### src/rtl/movavg_decim.sv
// Averaging, decimating output stage behind the 4-tap moving-sum filter, with a show-ahead FIFO.
// Define MOVAVG_DECIM_ROUND_EN for round-half-up averaging; the default build truncates.
module movavg_decim #(
  parameter int WL    = 64,
  parameter int DECIM = 4,
  parameter int DEPTH = 4
) (
  input  logic                     clk,
  input  logic                     reset,
  input  logic                     din_valid,
  input  logic [WL-1:0]            din,
  input  logic                     dout_ready,
  output logic                     dout_valid,
  output logic [WL-1:0]            dout,
  output logic [$clog2(DEPTH):0]   count,
  output logic                     overflow
);

  localparam int AW = $clog2(DEPTH);
  localparam int PW = (DECIM > 1) ? $clog2(DECIM) : 1;
  localparam logic [PW-1:0] PHASE_LAST = PW'(DECIM - 1);
  localparam logic [AW:0]   FULL_CNT   = (AW + 1)'(DEPTH);

  logic [PW-1:0] phase;
  logic [AW-1:0] rd_ptr;
  logic [AW-1:0] wr_ptr;
  logic [WL-1:0] mem [DEPTH];
  logic [WL-1:0] avg;
  logic          keep;
  logic          full;
  logic          pop;
  logic          push_ok;

`ifdef MOVAVG_DECIM_ROUND_EN
  logic [WL:0] sum_ext;
  assign sum_ext = {1'b0, din} + (WL + 1)'(2);
  assign avg     = WL'(sum_ext >> 2);
`else
  assign avg = din >> 2;
`endif

  assign keep    = din_valid && (phase == PHASE_LAST);
  assign full    = (count == FULL_CNT);
  assign pop     = dout_valid && dout_ready;
  // A full FIFO still accepts a keep sample when the head leaves in the same cycle.
  assign push_ok = keep && (!full || pop);

  always_ff @(posedge clk) begin
    if (reset) begin
      phase    <= '0;
      rd_ptr   <= '0;
      wr_ptr   <= '0;
      count    <= '0;
      overflow <= 1'b0;
    end else begin
      if (din_valid) begin
        if (phase == PHASE_LAST) phase <= '0;
        else                     phase <= phase + 1'b1;
      end
      if (push_ok) wr_ptr <= wr_ptr + 1'b1;
      if (pop)     rd_ptr <= rd_ptr + 1'b1;
      case ({push_ok, pop})
        2'b10:   count <= count + 1'b1;
        2'b01:   count <= count - 1'b1;
        default: count <= count;
      endcase
      if (keep && full && !pop) overflow <= 1'b1;
    end
  end

  always_ff @(posedge clk) begin
    if (push_ok && !reset) mem[wr_ptr] <= avg;
  end

  assign dout_valid = (count != '0);
  assign dout       = dout_valid ? mem[rd_ptr] : '0;

endmodule

### config.mk
export PLATFORM = sky130hd
export DESIGN_NAME = movavg_decim
export DESIGN_NICKNAME = d
export VERILOG_FILES = /design/src/rtl/movavg_decim.sv
export SDC_FILE = /design/constraint.sdc
export NUM_CORES = 1
export LEC_CHECK = 0
export CAP_MARGIN = 20
export CORE_MARGIN = 3
export CORE_UTILIZATION = 32
export DETAILED_ROUTE_END_ITERATION = 12
export SLEW_MARGIN = 20
export SYNTH_ARGS = -nofsm -noshare
export SYNTH_HDL_FRONTEND = slang
export SYNTH_SLANG_ARGS = --single-unit
### constraint.sdc
create_clock -name clk -period 5.4 [get_ports clk]
set_input_delay 1.08 -clock clk [delete_from_list [all_inputs] [get_ports clk]]
set_output_delay 1.08 -clock clk [all_outputs]
set_load 0.1 [all_outputs]
==> impl_metrics.yaml, run 1 <==
global_routing:
  grt_pass1_wl_um: 31200
  antenna_found_initial: 0
  grtUsageTotal_pct: 11.8
  grt.overflow.total: 0
  grt_max_degree: 66
  grt_pass1_vias: 5617
finish:
  nFillCells: 2781
  regArea_um2: 7690
  multi_input_area_um2: 2260
  nets: 689
  post-route-util_pct: 40.9
  syn2layout_area_growth_pct: 24.0
  drive_above_1_share_pct: 17.6
synth:
  synth_top_area_share_pct: 72.7
  synth_seq_cells: 260
  synthArstFlopShare_pct: 0
  syn_area_um2: 10200
  synth_ff_type: "edfxtp_1"
  ys_types: 44
  synth_enable_flop_cells: 248
  synth_seq_area_share_pct: 75.1
  synthTopCellsByArea: "edfxtp_1, mux4_2, and2_1"
  avgSynthCellArea_um2: 21.4
  synth_top_cell_by_area: "edfxtp_1"
  syn_inst: 479
  yosysWarningCount: 0
setup_path:
  path_class: "reg -> out"
  start_kind: "register"
  arrival_ns: 3.22
  critPathMaxFanout: 62
  cp-end-kind: "output port"
  r2r_start: "phase[0]"
  worstPathRequired_ns: 4.32
pwr:
  ir_worst_vdd_uv: 286
  power_leakage_nw: 3.91
  total_power_mw: 4.53
  cellPowerDensity_nw_per_um2: 357
floorplan:
  rows: 64
  die_h_um: 185
  die_area_um2: 34200
  start_util_pct: 32.9
  fp.coreArea_um2: 31100
  ios: 137
  die_width_um: 185
clock_network:
  numCtsBuffers: 29
  cts_max_path_buffers: 3
  ctsResizeCount: 0
  clock_latency_ns: 0.53
  tritoncts: "done"
  cts_root_buf: "clkbuf_16"
  postCtsSetupBuffers: 0
  cts.sinks: 260
  cts_max_level: 1
  postCtsHoldBufs: 0
  clk_pin_slew_ns: 0.06
timing:
  setup_viol: 0
  max_freq_mhz: 232
  setup_tns_ns: 0
  relSlewSlack_pct: 32.6
  maxSlewViolCount: 0
  period_needed_ns: 4.30
  clock_skew_ns: 0.0161
  worstMarginPinSlew_ns: 1.01
  rsz0062_at_grt: "no"
  finalHoldViolCount: 0
  period_share_pct: 79.7
route:
  postRouteAntennaNets: 0
  drc_errors: 0
  vias: 4931
  firstDrtPassIters: 4
  wl_um: 20100
  first_iter_violations: 237
  via_per_inst: 4.77
  wl_per_cell_um: 19.5
hold_path:
  min_path_type: "reg -> reg"
  hp-start: "overflow"
status:
  status: "completed"
place:
  routabilityCongestion: 0.684
  port_buffers: 132
  dp.final_hpwl_um: 11100
job:
  maxCapViolCount: 0
==> registers in the layout, indices dropped and copies added, names as in the netlist, named ones only <==
name	flops
wr_ptr	2
rd_ptr	2
count	3
overflow	1
phase	2
mem	248
==> stage by stage <==
stage                     hold WS [ns]  setup slack, ns  std cells  instance area, um^2
after detailed placement         0.479             1.52        980                11800
after floorplan                  0.465             1.08        480                10200
after global placement           0.477             1.59        980                11800
final                            0.488             1.10       1033                12700
after CTS                        0.501            0.984       1032                12700
after global routing             0.514            0.901       1032                12700
==> layout by cell type (no fill, tap or decap), types with 4 or more instances in the layout <==
master,synthesis,final
mux4_2,62,62
and2_1,66,62
inv_1,4,4
edfxtp_1,248,248
and2_4,1,5
nor2_1,8,8
o21ai_0,5,5
clkbuf_1,7,9
clkdlybuf4s50_1,0,132
dfxtp_1,12,10
clkinv_1,0,9
a21oi_1,4,4
clkbuf_16,0,29
ha_1,5,5
==> critical path, cell delays in order, from the launching register on <==
cell and delay [ns]:
dfxtp_4 0.98, mux4_2 0.36, and2_1 0.17, clkdlybuf4s50_1 1.14
==> cells in the mapped netlist (2+ instances only) <==
master,n
o21ai_0,5
inv_1,4
a21oi_1,4
xor2_1,2
mux4_2,62
dfxtp_1,12
buf_6,4
nand3_1,2
nor2_1,8
nor3_1,2
clkbuf_8,3
buf_4,3
buf_12,6
ha_1,5
mux2i_1,2
and3b_2,2
nand2_1,2
edfxtp_1,248
and2_1,66
clkbuf_1,7
buf_2,7
==> logic make-up after synthesis <==
group / after synthesis / share of synthesized area [%]
buf+inv: 34 / 2.98
compound gates: 20 / 1.34
fa+ha+maj: 6 / 0.807
simple gates: 91 / 5.59
other cells: 1 / 0.0366
mux: 65 / 14.0
flops: 260 / 75.1
xor+xnor: 2 / 0.171
==> area by class of cell <==
class / count / share of cell area, %
timing repair buffer: 134 / 10.6
clock buffer: 38 / 5.98
multi-input combinational: 186 / 17.8
antenna: 1 / 0.0197
sequential: 260 / 60.6
clock inverter: 14 / 0.927
tap: 396 / 3.90
inverter: 4 / 0.118
==> per-layer routing <==
layer / vias to the layer above / share of wire [%] / wire, um / track usage, %
met5: - / 0 / 0 / 0
met4: 0 / 2.5 / 505 / 3.12
met3: 32 / 5.0 / 1010 / 2.73
met2: 122 / 52 / 10500 / 21.2
met1: 2566 / 40 / 8120 / 14.2
li1: 2211 / - / - / -
==> path summary, 6_finish.rpt <==
path                                   end  slack [ns]  depth (start not counted)
worst max-delay path               dout[0]        1.10                          3
worst min-delay path              overflow        0.49                          2
worst max register to register  mem[3][29]        2.67                          4
worst min register to register    overflow        0.49                          2
==> report_power, final <==
part | leakage, nW | internal [mW] | switching, mW
logic | 1.17 | 0.154 | 0.337
registers | 2.33 | 2.21 | 0.0112
clock network | 0.415 | 1.08 | 0.738
Power figures use the tool's default switching activity.
==> inputs of run 2 (changes only) <==
==> constraint.sdc (replaced) <==
create_clock -name clk -period 4 [get_ports clk]
set_input_delay 0.8 -clock clk [delete_from_list [all_inputs] [get_ports clk]]
set_output_delay 0.8 -clock clk [all_outputs]
set_load 0.1 [all_outputs]
==> run 2 against run 1 <==
Core utilization fell by 0.093 points. Sequential power rose by 35%. Clock-buffer cell count rose by 5. Via count rose by 1.6%.
==> impl_metrics.yaml, run 2 (synthesis results as in run 1) <==
clock_network:
  tritoncts: "done"
  clk_pin_slew_ns: 0.06
  cts_max_path_buffers: 3
  postCtsHoldBufs: 0
  ctsResizeCount: 0
  numCtsBuffers: 28
  cts.sinks: 260
  clock_latency_ns: 0.52
  cts_max_level: 1
  postCtsSetupBuffers: 0
  cts_root_buf: "clkbuf_16"
setup_path:
  r2r_start: "count[1]"
  cpMaxStageDelayCell: "dfxtp_4"
  crit_chain: "buf_4 > mux4_2 > and2_1 > buf_4"
  path_class: "reg -> out"
  critPathMaxFanout: 21
  start_kind: "register"
  crit_family: "flip-flops"
  critPathBufInv: 2
  crit_top_cell: "buf_4"
  critPathMaxStageDelay_ns: 0.64
  worstPathRequired_ns: 3.20
  cp-end-kind: "output port"
  arrival_ns: 2.50
timing:
  maxSlewViolCount: 0
  period_needed_ns: 3.30
  rsz0062_at_grt: "no"
  worstMarginPinSlew_ns: 0.987
  period_share_pct: 82.4
  clock_skew_ns: 0.00789
  max_freq_mhz: 303
  setup_tns_ns: 0
  relSlewSlack_pct: 34.2
  whs_ns: 0.483
  setup_viol: 0
  finalHoldViolCount: 0
route:
  firstDrtPassIters: 5
  wl_per_cell_um: 19.8
  postRouteAntennaNets: 0
  first_iter_violations: 300
  wl_um: 20600
  drc_errors: 0
  via_per_inst: 4.81
  vias: 5011
floorplan:
  fp.coreArea_um2: 31100
  die_width_um: 185
  rows: 64
  die_h_um: 185
  die_area_um2: 34200
  ios: 137
  start_util_pct: 32.9
finish:
  diodes: 0
  largest_register: "mem"
  largest_reg_flops: 248
  syn2layout_area_growth_pct: 23.7
  layout_commonest_cell: "edfxtp_1"
  drive_above_1_share_pct: 29.5
  nets: 698
  top_regs: "mem: 248 flops, count: 3 flops"
  final_cell_mix: "edfxtp_1, buf_4, clkdlybuf4s50_1, mux4_2, and2_1"
status:
  status: "completed"
pwr:
  cellPowerDensity_nw_per_um2: 480
  power_leakage_nw: 4.12
  ir_worst_vdd_uv: 331
global_routing:
  grt_max_degree: 66
  antenna_found_initial: 0
  grt_pass1_vias: 5404
  grt.overflow.total: 0
  grt_pass1_wl_um: 31400
  grtUsageTotal_pct: 11.9
job:
  maxCapViolCount: 0
place:
  port_buffers: 132
  routabilityCongestion: 0.710
  dp.final_hpwl_um: 12400
hold_path:
  hp-start: "overflow"
  min_path_type: "reg -> reg"
## run 2: cell types whose count changed in the layout (fill, tap and decap cells not counted), sizes merged
cell | before | now
buf | 2 | 75
bufinv | 2 | 1
clkbuf | 38 | 43
clkdlybuf4s50 | 132 | 69
clkinv | 9 | 6
clkinvlp | 2 | 1
diode | 1 | 0
inv | 5 | 4
## run 2: path summary, 6_finish.rpt
kind | slack (ns) | end | cells past startpoint
setup / recovery | 0.70 | dout[33] | 4
hold / removal | 0.48 | overflow | 2
setup reg to reg | 1.48 | count[2] | 6
hold reg to reg | 0.48 | overflow | 2
## run 2: metal layers
metal  vias up  track usage [%]  part of all wire (%)  routed length [um]
li1       2224                -                     -                   -
met1      2617             14.2                    39                8050
met2       136             21.6                    53               11000
met3        34             2.63                   5.3                1100
met4         0             3.21                   2.4                 491
met5         -                0                     0                   0
## run 2: cell type report
type	instances	area [um^2]
clock buffer	43	818
clock inverter	8	65.1
fill	2786	18400
inverter	4	15.0
multi-input combinational	186	2260
sequential	260	7690
tap	396	495
timing repair buffer	144	1320
## run 2: tightest hold or removal path, delay by kind of cell, from the launching register on
family / cells / cell delay [ns]
AOI/OAI and AO/OA: 1 / 0.05
and+or+nand+nor: 1 / 0.07
DFF: 1 / 0.33
## run 2: where the power goes
part | switching [mW] | internal (mW)
sequential | 0.0166 | 2.99
clock | 0.962 | 1.46
combinational | 0.456 | 0.195
total | 1.43 | 4.64
## run 2: stage by stage
stage / instances / setup slack (ns) / cell area (um^2) / total power [mW] / utilization (%)
global placement: 990 / 0.774 / 11800 / 3.71 / 37.9
global route: 1041 / 0.529 / 12700 / 6.32 / 40.8
CTS: 1041 / 0.590 / 12700 / 6.18 / 40.8
floorplan: 480 / 0.465 / 10200 / 3.54 / -
detailed placement: 990 / 0.687 / 11800 / 3.72 / 37.9
finish: 1041 / 0.704 / 12700 / 6.08 / 40.8
==> inputs of run 3 (changes only) <==
==> constraint.sdc (replaced) <==
create_clock -name clk -period 3.15 [get_ports clk]
set_input_delay 0.63 -clock clk [delete_from_list [all_inputs] [get_ports clk]]
set_output_delay 0.63 -clock clk [all_outputs]
set_load 0.1 [all_outputs]
==> run 3 against run 2 <==
Worst hold slack improved by 0.019 ns. First-iteration DRC count fell by 29%. Total power rose by 30%. Core utilization rose by 3.0 points.
==> impl_metrics.yaml, run 3 (synthesis results as in run 1) <==
clock_network:
  numCtsBuffers: 28
  cts_max_path_buffers: 3
  clk_pin_slew_ns: 0.06
  ctsResizeCount: 0
  cts_max_level: 1
  tritoncts: "done"
  clock_latency_ns: 0.53
  cts_root_buf: "clkbuf_16"
  cts.sinks: 260
  postCtsHoldBufs: 0
job:
  maxCapViolCount: 0
pwr:
  power_leakage_nw: 4.38
  ir_worst_vdd_uv: 337
  cellPowerDensity_nw_per_um2: 579
  total_power_mw: 7.88
status:
  status: "completed"
setup_path:
  reg2reg_setup_slack_ns: 0.54
  cp-startpoint: "count[1]"
  start_kind: "register"
  r2r_start: "count[0]"
  worstPathRequired_ns: 2.52
  path_class: "reg -> out"
  cp-end-kind: "output port"
  critPathMaxFanout: 23
  arrival_ns: 2.29
timing:
  max_freq_mhz: 342
  maxSlewViolCount: 0
  setup_ws_ns: 0.226
  period_needed_ns: 2.92
  worstMarginPinSlew_ns: 0.570
  period_share_pct: 92.8
  setup_tns_ns: 0
  setup_viol: 0
  finalHoldViolCount: 0
  rsz0062_at_grt: "no"
  clock_skew_ns: 0.00933
  relSlewSlack_pct: 62.0
  whs_ns: 0.502
place:
  dp.final_hpwl_um: 12100
  port_buffers: 132
  routabilityCongestion: 0.720
  preCtsSetupSlack_ns: 0.481
  dp_cells: 994
  place_area_um2: 12600
floorplan:
  rows: 64
  die_h_um: 185
  die_width_um: 185
  ios: 137
  die_area_um2: 34200
  fp.coreArea_um2: 31100
  start_util_pct: 32.9
finish:
  nFillCells: 2697
  post_layout_nonfiller_instances: 1056
  top_regs: "mem: 248 flops, count: 3 flops"
  syn2layout_area_growth_pct: 32.9
  final_cell_mix: "edfxtp_1, buf_12, clkdlybuf4s50_1, mux4_2, and2_1"
  nets: 712
  largest_reg_flops: 248
  post-route-util_pct: 43.8
  layout_commonest_cell: "edfxtp_1"
  drive_above_1_share_pct: 32.5
  postLayoutCellArea_um2: 13600
  largest_register: "mem"
hold_path:
  min_path_type: "reg -> reg"
  hp-start: "overflow"
route:
  firstDrtPassIters: 5
  drc_errors: 0
  first_iter_violations: 214
  via_per_inst: 4.76
  wl_um: 20400
  postRouteAntennaNets: 0
  wl_per_cell_um: 19.3
  vias: 5030
global_routing:
  grt_pass1_wl_um: 30900
  grtUsageTotal_pct: 11.6
  grt.overflow.total: 0
  grt_pass1_vias: 5588
  antenna_found_initial: 2
  grt_max_degree: 48
## run 3: cell count changes in the layout (fill, tap and decap cells not counted), sizes merged
cell / before / now
clkbuf: 43 / 37
clkinv: 6 / 11
buf: 75 / 92
bufinv: 1 / 2
clkdlybuf4s50: 69 / 65
diode: 0 / 1
or3: 2 / 3
## run 3: final cells by class
class / instances / area (um^2) / area share [%]
clock buffer: 37 / 734 / 5.40
inverter: 4 / 15.0 / 0.110
sequential: 260 / 7690 / 56.5
clock inverter: 14 / 136 / 1.00
timing repair buffer: 157 / 2250 / 16.6
multi-input combinational: 187 / 2270 / 16.7
antenna: 1 / 2.50 / 0.0184
tap: 396 / 495 / 3.64
## run 3: worst paths after layout
kind                   end  depth (start not counted)
setup reg to reg  count[2]                          6
hold reg to reg   overflow                          2
hold / removal    overflow                          2
setup / recovery  dout[55]                          3
## run 3: repair_timing
item	CTS	global route
setup buffers	0	9
endpoints found under the setup margin	0	42
hold endpoints to repair	0	0
## run 3: where the power goes
group | leakage, nW | switching [mW] | internal (mW) | total, mW
clock | 0.421 | 1.25 | 1.80 | 3.05
sequential | 2.33 | 0.0127 | 3.79 | 3.80
combinational | 1.64 | 0.624 | 0.393 | 1.02
total | 4.38 | 1.89 | 5.99 | 7.88
## run 3: worst max-delay path, cell delays in order (launching register included)
cell	delay [ns]
dfxtp_1	0.45
or3_2	0.83
and2_2	0.31
buf_12	0.17
## run 3: metal layers
layer	GRT usage, %	vias to the layer above	wire [um]
met3	2.18	35	1160
met5	0	-	0
met1	14.3	2589	8240
met2	20.9	154	10400
met4	3.18	0	521
li1	-	2252	-
